`src/rtl/usb_rw_pkg.sv`:
```
// Shared types and constants for the USB memory read/write sequencer.
package usb_rw_pkg;

    typedef enum logic [2:0] {
        IDLE,
        A_ISSUE,
        A_WAIT,
        D_ISSUE,
        D_WAIT,
        FINISH
    } rw_state_t;

    typedef enum logic {
        OP_READ,
        OP_WRITE
    } rw_op_t;

    localparam logic [3:0] ADDR_ENDP_DEF = 4'd4;
    localparam logic [3:0] DATA_ENDP_DEF = 4'd8;
    localparam int         ADDR_PAD_W    = 48;

endpackage

```
`src/rtl/counter.sv`:
```
// Generic saturating-free up counter with synchronous clear (clear wins over increment).
// Latency: count updates on the clock edge after clr/inc.
// Backpressure: none; the caller bounds the count.
module counter #(
    parameter int W = 2
) (
    input  logic         clk,
    input  logic         rst_L,
    input  logic         clr,
    input  logic         inc,
    output logic [W-1:0] cnt
);

    always_ff @(posedge clk or negedge rst_L) begin
        if (!rst_L) begin
            cnt <= '0;
        end else if (clr) begin
            cnt <= '0;
        end else if (inc) begin
            cnt <= cnt + W'(1);
        end
    end

endmodule

```
`src/rtl/usb_txn_tracker.sv`:
```
// One ProtocolFSM transaction: issue strobe, seen_busy tracking, completion/cancel detect.
// Latency: input_ready is registered, one cycle after the issue cycle that saw free.
// Backpressure: issue stalls while free is low; free before the FSM has gone busy is not completion.
module usb_txn_tracker (
    input  logic clk,
    input  logic rst_L,
    input  logic issue_en,
    input  logic wait_en,
    input  logic free,
    input  logic cancel,
    output logic fire,
    output logic input_ready,
    output logic txn_done,
    output logic txn_cancel
);

    logic seen_busy;

    assign fire       = issue_en && free;
    assign txn_done   = wait_en && free && seen_busy;
    assign txn_cancel = wait_en && cancel;

    always_ff @(posedge clk or negedge rst_L) begin
        if (!rst_L) begin
            input_ready <= 1'b0;
            seen_busy   <= 1'b0;
        end else begin
            input_ready <= fire;
            if (fire) begin
                seen_busy <= 1'b0;
            end else if (wait_en && !free) begin
                seen_busy <= 1'b1;
            end
        end
    end

endmodule

```
`src/rtl/usb_rw_ctrl.sv`:
```
// Splits a memory read/write into an address OUT then a data IN/OUT; USB_RW_RETRY_EN adds whole-request retry.
// Latency: at least 6 cycles from acceptance to the done pulse.
// Backpressure: each issue waits for free; requests seen while busy are dropped, never queued.
module usb_rw_ctrl
    import usb_rw_pkg::*;
#(
    parameter logic [6:0] DEV_ADDR  = 7'd5,
    parameter logic [3:0] ADDR_ENDP = ADDR_ENDP_DEF,
    parameter logic [3:0] DATA_ENDP = DATA_ENDP_DEF
`ifdef USB_RW_RETRY_EN
    ,
    parameter int         MAX_RETRY = 2
`endif
) (
    input  logic        clk,
    input  logic        rst_L,
    input  logic        req_read,
    input  logic        req_write,
    input  logic [15:0] mem_addr,
    input  logic [63:0] wr_data,
    output logic        busy,
    output logic        done,
    output logic        success,
    output logic [63:0] rd_data,
    output logic        send_in,
    output logic        input_ready,
    output logic [63:0] proto_data,
    output logic [6:0]  proto_addr,
    output logic [3:0]  proto_endp,
    output logic        got_result,
    input  logic        free,
    input  logic        cancel,
    input  logic        recv_ready,
    input  logic [63:0] data_recv
);

    rw_state_t   state, state_n;
    rw_op_t      op;
    logic [15:0] addr_q;
    logic [63:0] wdat_q;
    logic        got_data, success_q;
    logic        issue_en, wait_en, fire, txn_done, txn_cancel;
    logic        accept, finish_ok, finish_fail, restart, retry_ok;
    logic        capture, have_data;

    assign issue_en  = (state == A_ISSUE) || (state == D_ISSUE);
    assign wait_en   = (state == A_WAIT)  || (state == D_WAIT);
    assign capture   = (state == D_WAIT) && (op == OP_READ) && !got_data && recv_ready;
    assign have_data = got_data || capture;

    assign busy    = issue_en || wait_en;
    assign done    = (state == FINISH);
    assign success = done && success_q;

    usb_txn_tracker u_trk (
        .clk        (clk),
        .rst_L      (rst_L),
        .issue_en   (issue_en),
        .wait_en    (wait_en),
        .free       (free),
        .cancel     (cancel),
        .fire       (fire),
        .input_ready(input_ready),
        .txn_done   (txn_done),
        .txn_cancel (txn_cancel)
    );

`ifdef USB_RW_RETRY_EN
    localparam int RETRY_W = (MAX_RETRY < 1) ? 1 : $clog2(MAX_RETRY + 1);
    logic [RETRY_W-1:0] retry_cnt;

    counter #(.W(RETRY_W)) u_retry_cnt (
        .clk  (clk),
        .rst_L(rst_L),
        .clr  (accept),
        .inc  (restart),
        .cnt  (retry_cnt)
    );

    assign retry_ok = (retry_cnt < RETRY_W'(MAX_RETRY));
`else
    assign retry_ok = 1'b0;
`endif

    always_ff @(posedge clk or negedge rst_L) begin
        if (!rst_L) begin
            state <= IDLE;
        end else begin
            state <= state_n;
        end
    end

    always_comb begin
        state_n     = state;
        accept      = 1'b0;
        finish_ok   = 1'b0;
        finish_fail = 1'b0;
        restart     = 1'b0;
        unique case (state)
            IDLE: begin
                if (req_read || req_write) begin
                    accept  = 1'b1;
                    state_n = A_ISSUE;
                end
            end
            A_ISSUE: if (fire) state_n = A_WAIT;
            D_ISSUE: if (fire) state_n = D_WAIT;
            A_WAIT, D_WAIT: begin
                // Cancel outranks a coincident free so a dropped transaction never looks complete.
                if (txn_cancel) begin
                    if (retry_ok) begin
                        restart = 1'b1;
                        state_n = A_ISSUE;
                    end else begin
                        finish_fail = 1'b1;
                        state_n     = FINISH;
                    end
                end else if (txn_done) begin
                    if (state == A_WAIT) begin
                        state_n = D_ISSUE;
                    end else begin
                        finish_ok   = (op == OP_WRITE) || have_data;
                        finish_fail = (op == OP_READ) && !have_data;
                        state_n     = FINISH;
                    end
                end
            end
            FINISH:  state_n = IDLE;
            default: state_n = IDLE;
        endcase
    end

    always_ff @(posedge clk or negedge rst_L) begin
        if (!rst_L) begin
            op         <= OP_READ;
            addr_q     <= '0;
            wdat_q     <= '0;
            got_data   <= 1'b0;
            success_q  <= 1'b0;
            got_result <= 1'b0;
            rd_data    <= '0;
            send_in    <= 1'b0;
            proto_data <= '0;
            proto_addr <= DEV_ADDR;
            proto_endp <= ADDR_ENDP;
        end else begin
            got_result <= capture;
            if (accept) begin
                op        <= req_read ? OP_READ : OP_WRITE;
                addr_q    <= mem_addr;
                wdat_q    <= wr_data;
                got_data  <= 1'b0;
                success_q <= 1'b0;
            end
            if (capture) begin
                rd_data  <= data_recv;
                got_data <= 1'b1;
            end
            if (finish_ok || finish_fail) begin
                success_q <= finish_ok;
            end
            // Mux controls only move on an issue, so they stay put for the whole transaction.
            if (fire) begin
                proto_addr <= DEV_ADDR;
                if (state == A_ISSUE) begin
                    send_in    <= 1'b0;
                    proto_endp <= ADDR_ENDP;
                    proto_data <= {{ADDR_PAD_W{1'b0}}, addr_q};
                end else begin
                    send_in    <= (op == OP_READ);
                    proto_endp <= DATA_ENDP;
                    if (op == OP_WRITE) begin
                        proto_data <= wdat_q;
                    end
                end
            end
        end
    end

endmodule

```
`config.mk`:
```
export PLATFORM = sky130hd
export DESIGN_NAME = usb_rw_ctrl
export DESIGN_NICKNAME = d
export VERILOG_FILES = /design/src/rtl/usb_rw_pkg.sv /design/src/rtl/counter.sv /design/src/rtl/usb_txn_tracker.sv /design/src/rtl/usb_rw_ctrl.sv
export SDC_FILE = /design/constraint.sdc
export NUM_CORES = 1
export LEC_CHECK = 0
export CORE_UTILIZATION = 50
export DETAILED_ROUTE_END_ITERATION = 12
export DONT_BUFFER_PORTS = 1
export PLACE_DENSITY_LB_ADDON = 0.15
export SLEW_MARGIN = 30
export SYNTH_ARGS = -nofsm -noshare
export SYNTH_HDL_FRONTEND = slang
export SYNTH_SLANG_ARGS = --single-unit
```
`constraint.sdc`:
```
create_clock -name clk -period 2.6 [get_ports clk]
set_input_delay 0.65 -clock clk [delete_from_list [all_inputs] [get_ports clk]]
set_output_delay 0.65 -clock clk [all_outputs]
set_load 0.1 [all_outputs]
```
### Word-level counts from Yosys, hierarchy flattened

Index checks and enable logic that the tools add are counted.

* flip-flop bits (word level): 222
* output and inout bits: 145

* equality and inequality tests: 9
* multiplexer cells: 27
* bitwise operators: 1
* reductions and logical operators: 28

Operator list (number)
* 64-bit 2-to-1 mux: 2
* 3-bit 2-to-1 mux: 6
* 1-bit 2-to-1 mux: 17
* 3-bit one-hot mux with 4 select lines: 1
* 1-bit logical AND: 10
* 2-bit nonzero test: 4
* 1-bit logical OR: 7
* 3-bit by 2-bit == test with 1-bit output, second input constant: 2
* 3-bit == test, second input constant: 2
* 4-bit 2-to-1 mux: 1
* 2-bit by 1-bit != test with 1-bit output, second input constant: 2
* 4-bit AND reduction: 1
* 3-bit by 1-bit == test with 1-bit output, second input constant: 1
* 1-bit logical NOT: 3
* 3-bit logical NOT: 1
* 3-bit != test, second input constant: 1
* 2-bit != test, second input constant: 1
* 2-bit AND reduction: 1
* 2-bit OR reduction: 1
* 1-bit inverter: 1

### Logic depth before layout (Yosys ltp)

Gate-level depths: netlist of run 1.

* depth in word-level cells: 13
* mapped depth: 7

### Modules after synthesis

A second synthesis of run 1 with hierarchy kept.

* cell total of the unflattened synthesis: 542
* area total of the unflattened synthesis: 8768.4 um2

Modules (own cells, without submodules)
* usb_rw_ctrl: instances 1, cells an instance 534, area each 8684.6 um2, seq. area each 5456.5 um2
* usb_txn_tracker: instances 1, cells an instance 8, area each 83.8 um2, seq. area each 50.0 um2

### Worst setup path before layout of run 1

OpenSTA, ideal clock, no wires.

* kind: register to output
* start point: register state[1]
* end point: output port busy
* arrival time: 2.346 ns
* path slack: -0.396 ns
* stages on the path, launching flop included: 4
* path through: dfrtp_1 > clkbuf_1 > nor2_1 > xnor2_1

* longest elaborated chain between the ends: 3
* elaborated cells between the ends (all ways): 7

RTL lines
* from (decl): RTL line usb_rw_ctrl.sv:37 `rw_state_t state, state_n;`
* from (signal assigned): RTL line usb_rw_ctrl.sv:89 `state <= state_n;`
* 3-bit by 1-bit == test with 1-bit output (tied with other cells): RTL line usb_rw_ctrl.sv:46 `assign issue_en = (state == A_ISSUE) || (state == D_ISSUE);`
* 1-bit logical OR (on tied branches): RTL line usb_rw_ctrl.sv:46, usb_rw_ctrl.sv:47
* 1-bit logical OR (*): RTL line usb_rw_ctrl.sv:51 `assign busy = issue_en || wait_en;`
* to (decl): RTL line usb_rw_ctrl.sv:21 `output logic busy,`

Mark *: on every way between the ends. The rest lies on a longest branch, timed or not.

### Final worst setup path of run 1

* start point: register state[0]
* end point: output port busy

The elaborated chain is that of the path after synthesis.

==> flow_summary.json, run 1 <==
{
  "status": "finished with violations",
  "violations": "negative hold slack",
  "vias_per_cell": 5.433,
  "dr.pass1.iters": 6,
  "layout_commonest_cell": "dfrtp_1",
  "crit_buf_inv": 2,
  "rows": 47,
  "cp_cell_sequence": "buf_4 > nor2_1 > xnor2_2 > buf_4",
  "clk_latency_ns": 0.49,
  "numCtsBuffers": 23,
  "finalClockSkew_ns": 0.006900,
  "drv_slew": 0,
  "cp.required_ns": 1.95,
  "synth_cells": 541,
  "r2r-end": "rd_data[58]$_DFFE_PN0P_",
  "post-dp-hpwl_mm": 12.20,
  "setup_viol": 0,
  "cpMaxStageDelayCell": "dfrtp_1",
  "drt_iter0_drc": 199,
  "fin_nets": 748,
  "remaining_drc_errors": 0,
  "syn_area_um2": 8610,
  "wl_mm": 17.81,
  "die_w_um": 133.2,
  "synth-seq-cells": 220,
  "final_core_util": 0.6031,
  "grt_overflow": 0,
  "core-area_um2": 16700,
  "cts_buffer_depth": 3,
  "grt_pass1_vias": 4873,
  "whs_ns": -0.1433,
  "portBuffers": 0,
  "synth_area_leaders": "dfrtp_1 64%, mux2_2 18%, mux2_4 6.6%",
  "maxCapViolCount": 0,
  "io_pins": 296,
  "max_stage_delay_ns": 0.38,
  "max_freq_mhz": 423.6,
  "wl_per_cell_um": 21.38,
  "synth_top_area_share": 0.6365,
  "start_util": 0.5155,
  "via_count": 4526,
  "synth_top_area_cell": "dfrtp_1",
  "postPlaceCellArea_um2": 9290,
  "yosysUniqueCellTypes": 34,
  "grt_max_degree": 221,
  "dp_cells": 792,
  "tns_ns": 0,
  "hold_path_class": "input pin to async pin",
  "clock-sinks": 220,
  "synth.avg_cell_area_um2": 15.91,
  "final_cell_mix": "219 x dfrtp_1, 139 x mux2_2, 59 x buf_4",
  "cpMostUsedCell": "buf_4",
  "drive_above_1_share": 0.4672,
  "seq_area_frac_synth": 0.6396,
  "critical_path.max_fanout": 14,
  "antenna_found_initial": 4,
  "synth-warning-count": 0,
  "cp-start-kind": "register",
  "r2r_slack_ns": 0.41,
  "syn_to_final_growth_pct": 16.99,
  "gp_congestion": 0.7538,
  "reg2reg_depth": 4,
  "cp_top_family": "buffers and inverters",
  "grtUsageTotal": 0.2005,
  "worst-slew-pin-transition_ns": 0.9580,
  "grt_setup_unrepaired": "false",
  "cts_root_buf": "clkbuf_16",
  "grt_pass1_wl_mm": 27.76,
  "max_slew_margin": 0.3613,
  "regToRegStartpoint": "state[0]$_DFFE_PN0P_",
  "ant_nets": 0,
  "cts_tree": "built",
  "endpoint_kind": "primary output",
  "hold_viol_final": 208,
  "clk_pin_slew_ns": 0.06,
  "stdcell_area_um2": 10070,
  "period_share": 0.9079,
  "final_cell_count_no_fill": 833,
  "layout_min_cycle_time_ns": 2.360,
  "arrival_ns": 1.71,
  "path_class": "register to primary output",
  "die_h_um": 133.2,
  "die_area_um2": 17750,
  "htree_levels": 1
}
## logic make-up after synthesis
group,share of synthesized area
and+or+nand+nor,0.02020
xor gates and xnor gates,0.003052
DFF,0.6396
buffers and inverters,0.02906
AOI/OAI and AO/OA,0.05915
muxes,0.2481
other,0.0008723
## cells in the mapped netlist
cell type  instances
and3_1             2
o21a_1             1
nand3b_1           1
or2_2              1
a21oi_1            6
buf_6              5
nor2b_1            4
clkbuf_1          25
inv_1              5
o21ai_0            5
xor2_1             1
mux2_2           139
mux2_4            38
nor3b_2            1
dfstp_2            1
nor2_1             5
a221oi_1           1
nor4_1             1
o41ai_1            1
buf_2              2
xnor2_1            2
buf_1              1
buf_4              9
or4b_4             1
a2bb2oi_1          1
nand2_1            5
and2_1             1
nor3_1             3
nor3b_1            3
a211o_1            1
a22o_1            47
conb_1             2
dfrtp_1          219
or3b_1             1
## flip-flops by register name (all words and copies together) (netlist names)
signal and count:
proto_endp 2, state 3, success_q 1, send_in 1, u_trk.seen_busy 1, rd_data 64, wdat_q 64, got_result 1
op 1, addr_q 16, proto_data 64, got_data 1, u_trk.input_ready 1
## what timing repair did
item | in CTS | in global routing
resized for setup | 0 | 0
endpoints found under the hold margin | 219 | 219
buffers inserted | 0 | 0
## routing by layer
| layer | GRT usage | share of wire | up-vias |
|---|---|---|---|
| met5 | 0 | 0.00045 | - |
| met4 | 0.04798 | 0.020 | 2 |
| met3 | 0.07610 | 0.094 | 28 |
| met2 | 0.3458 | 0.51 | 193 |
| met1 | 0.2366 | 0.38 | 2270 |
| li1 | - | - | 2033 |
## per-stage QoR
stage | hold slack, ns | setup WS (ns)
floorplan | 0.3544 | 0.2027
global placement | 0.3583 | 0.4593
detailed placement | 0.3573 | 0.4002
CTS | -0.1645 | 0.2008
global route | -0.1707 | 0.1356
finish | -0.1433 | 0.2396
## worst max path at each step
stage,startpoint,end,slack [ns],cells after the start
finish,state[0]$_DFFE_PN0P_,busy,0.24,4
global route,state[0]$_DFFE_PN0P_,busy,0.14,4
CTS,state[0]$_DFFE_PN0P_,busy,0.20,4
detailed placement,state[0]$_DFFE_PN0P_,rd_data[58]$_DFFE_PN0P_,0.40,4
global placement,state[0]$_DFFE_PN0P_,rd_data[0]$_DFFE_PN0P_,0.46,4
floorplan,state[2]$_DFFE_PN0P_,success,0.20,3
## layout make-up
type / count / area [µm²]
antenna: 3 / 7.507
multi-input combinational: 281 / 2907
fill: 1327 / 6629
clock inverter: 8 / 142.6
clock buffer: 30 / 631.9
sequential: 220 / 5507
tap: 220 / 275.3
timing repair buffer: 66 / 583.1
inverter: 5 / 18.77
## worst register-to-register path: cells and delay by family (launching register included)
family	cells	cell delay (ns)
mux	1	0.36
buf+inv	1	0.25
flops	1	0.38
simple gates	2	1.09
Power of run 1 is left out: the tool's default activity adds up to more than one toggle a clock period on the data nets, which glitch-free logic cannot reach.
==> inputs of run 2 (changes only) <==
--- a/config.mk
+++ b/config.mk
@@ -5,10 +5,13 @@
 export SDC_FILE = /design/constraint.sdc
 export NUM_CORES = 1
 export LEC_CHECK = 0
+export ABC_AREA = 1
+export CORE_MARGIN = 1.5
 export CORE_UTILIZATION = 50
 export DETAILED_ROUTE_END_ITERATION = 12
 export DONT_BUFFER_PORTS = 1
 export PLACE_DENSITY_LB_ADDON = 0.15
+export REMOVE_ABC_BUFFERS = 1
 export SLEW_MARGIN = 30
 export SYNTH_ARGS = -nofsm -noshare
 export SYNTH_HDL_FRONTEND = slang
==> flow_summary.json, run 2 <==
{
  "finalClockSkew_ns": 0.007386,
  "cts_root_buf": "clkbuf_16",
  "grt_pass1_wl_mm": 33.34,
  "grt_pass1_vias": 6527,
  "clk_pin_slew_ns": 0.06,
  "synth-seq-cells": 220,
  "synthArstFlopShare": 1.000,
  "grt_overflow": 0,
  "start_util": 0.5172,
  "fin_nets": 1255,
  "status": "finished with violations",
  "vias_per_cell": 4.936,
  "remaining_drc_errors": 0,
  "grt_setup_unrepaired": "false",
  "die_h_um": 134.7,
  "synth.avg_cell_area_um2": 8.774,
  "synth-warning-count": 0,
  "layout_setup_ws_ns": 0.1646,
  "grtUsageTotal": 0.2308,
  "largestRegisters": "proto_data (64), rd_data (64), wdat_q (64)",
  "n_fill_cell": 1467,
  "grt_max_degree": 221,
  "violations": "negative hold slack",
  "dr.pass1.iters": 5,
  "arrival_ns": 1.79,
  "dp_slack_ns": 0.6757,
  "tns_ns": 0,
  "wl_per_cell_um": 15.66,
  "portBuffers": 0,
  "yosysUniqueCellTypes": 23,
  "io_pins": 296,
  "die_area_um2": 18140,
  "setup_viol": 0,
  "max_slew_margin": 0.3932,
  "seqCellArea_um2": 5507,
  "clk_latency_ns": 0.50,
  "layout_min_cycle_time_ns": 2.435,
  "wl_mm": 20.94,
  "synth_top_area_share": 0.6322,
  "maxCapViolCount": 0,
  "postPlaceCellArea_um2": 9831,
  "numCtsBuffers": 23,
  "syn_area_um2": 8668,
  "synthFlopType": "dfrtp_1",
  "seq_area_frac_synth": 0.6352,
  "max_freq_mhz": 410.6,
  "stdcell_area_um2": 10480,
  "cts_buffer_depth": 3,
  "die_w_um": 134.7,
  "core-area_um2": 16760,
  "synth-edff-count": 0,
  "dp_cells": 1299,
  "drive_above_1_share": 0.1701,
  "layout_commonest_cell": "nand2_1",
  "endpoint_kind": "primary output",
  "hold_path_class": "input pin to async pin",
  "worst-slew-pin-transition_ns": 0.9101,
  "via_count": 6600,
  "post_cts_buffers": 0,
  "critical_path.max_fanout": 6,
  "final_cell_count_no_fill": 1337,
  "synth_top_area_cell": "dfrtp_1",
  "synth_cells": 988,
  "syn_to_final_growth_pct": 20.93,
  "clock-sinks": 220,
  "final_cell_mix": "560 x nand2_1, 219 x dfrtp_1, 138 x buf_4",
  "drv_slew": 0,
  "drt_iter0_drc": 408,
  "antenna_found_initial": 0,
  "rows": 47,
  "synthMostInstantiatedCell": "nand2_1",
  "period_share": 0.9367,
  "htree_levels": 1,
  "multi_input_area_um2": 2823,
  "post-dp-hpwl_mm": 13.63,
  "cp.required_ns": 1.95,
  "synth_top_cells_by_count": "560 x nand2_1, 219 x dfrtp_1, 57 x nand3_1",
  "cts_resized": 0,
  "synth_area_leaders": "dfrtp_1 63%, nand2_1 24%, nand3_1 3.3%",
  "path_class": "register to primary output",
  "cp-start-kind": "register",
  "gp_congestion": 0.8544,
  "whs_ns": -0.1514,
  "hold_viol_final": 219,
  "antennaDiodeCount": 0,
  "cts_tree": "built",
  "ant_nets": 0
}
==> run 2: cell families after synthesis <==
kind of cell,after synthesis,synth area share
compound gates,44,0.02670
buf+inv,76,0.04561
flops,220,0.6352
simple gates,646,0.2916
other cells,2,0.0008664
==> run 2: layer usage <==
metal	GRT usage	vias up	share of wire
met5	0	-	0
met4	0.08602	0	0.032
met3	0.07733	45	0.098
met2	0.3766	263	0.48
met1	0.2868	3039	0.39
li1	-	3253	-
==> run 2: area by class of cell <==
cell class / count / share of cell area
multi-input combinational: 699 / 0.2693
tap: 220 / 0.02626
clock inverter: 6 / 0.003103
timing repair buffer: 144 / 0.1112
sequential: 220 / 0.5253
inverter: 16 / 0.005729
clock buffer: 32 / 0.05908
==> run 2: metrics by stage <==
| stage | hold WS [ns] | util |
|---|---|---|
| after global routing | -0.1770 | 0.6255 |
| after detailed placement | 0.3593 | 0.5866 |
| after global placement | 0.3598 | 0.5866 |
| after floorplan | 0.3544 | - |
| after CTS | -0.1674 | 0.6255 |
| final | -0.1514 | 0.6255 |
==> run 2: final timing paths <==
path,start,end,slack [ns],depth (start not counted)
max,state[0]$_DFFE_PN0P_,busy,0.16,4
min,rst_L,proto_data[33]$_DFFE_PN0P_,-0.15,0
max reg2reg,state[0]$_DFFE_PN0P_,rd_data[39]$_DFFE_PN0P_,0.70,6
min reg2reg,rd_data[50]$_DFFE_PN0P_,rd_data[50]$_DFFE_PN0P_,0.47,2
max in group asynchronous,rst_L,state[1]$_DFFE_PN0P_,2.36,0
min in group clk,wr_data[29],wdat_q[29]$_DFFE_PN0P_,0.26,2
==> run 2: worst max-delay path, cell delays in order (launching register included) <==
cell       delay [ns]
dfrtp_1          0.46
nor2_2           0.26
nand2_1          0.15
o211ai_1         0.17
clkbuf_16        0.25
Power of run 2 is left out for the same reason.
==> inputs of run 3 (changes only) <==
--- a/config.mk
+++ b/config.mk
@@ -8,6 +8,7 @@
 export ABC_AREA = 1
 export CORE_MARGIN = 1.5
 export CORE_UTILIZATION = 50
+export CTS_CLUSTER_DIAMETER = 150
 export DETAILED_ROUTE_END_ITERATION = 12
 export DONT_BUFFER_PORTS = 1
 export PLACE_DENSITY_LB_ADDON = 0.15
==> results of run 3 <==
Final layout, timing and power as in run 2 (identical DEF).
Power of run 3 is left out for the same reason.
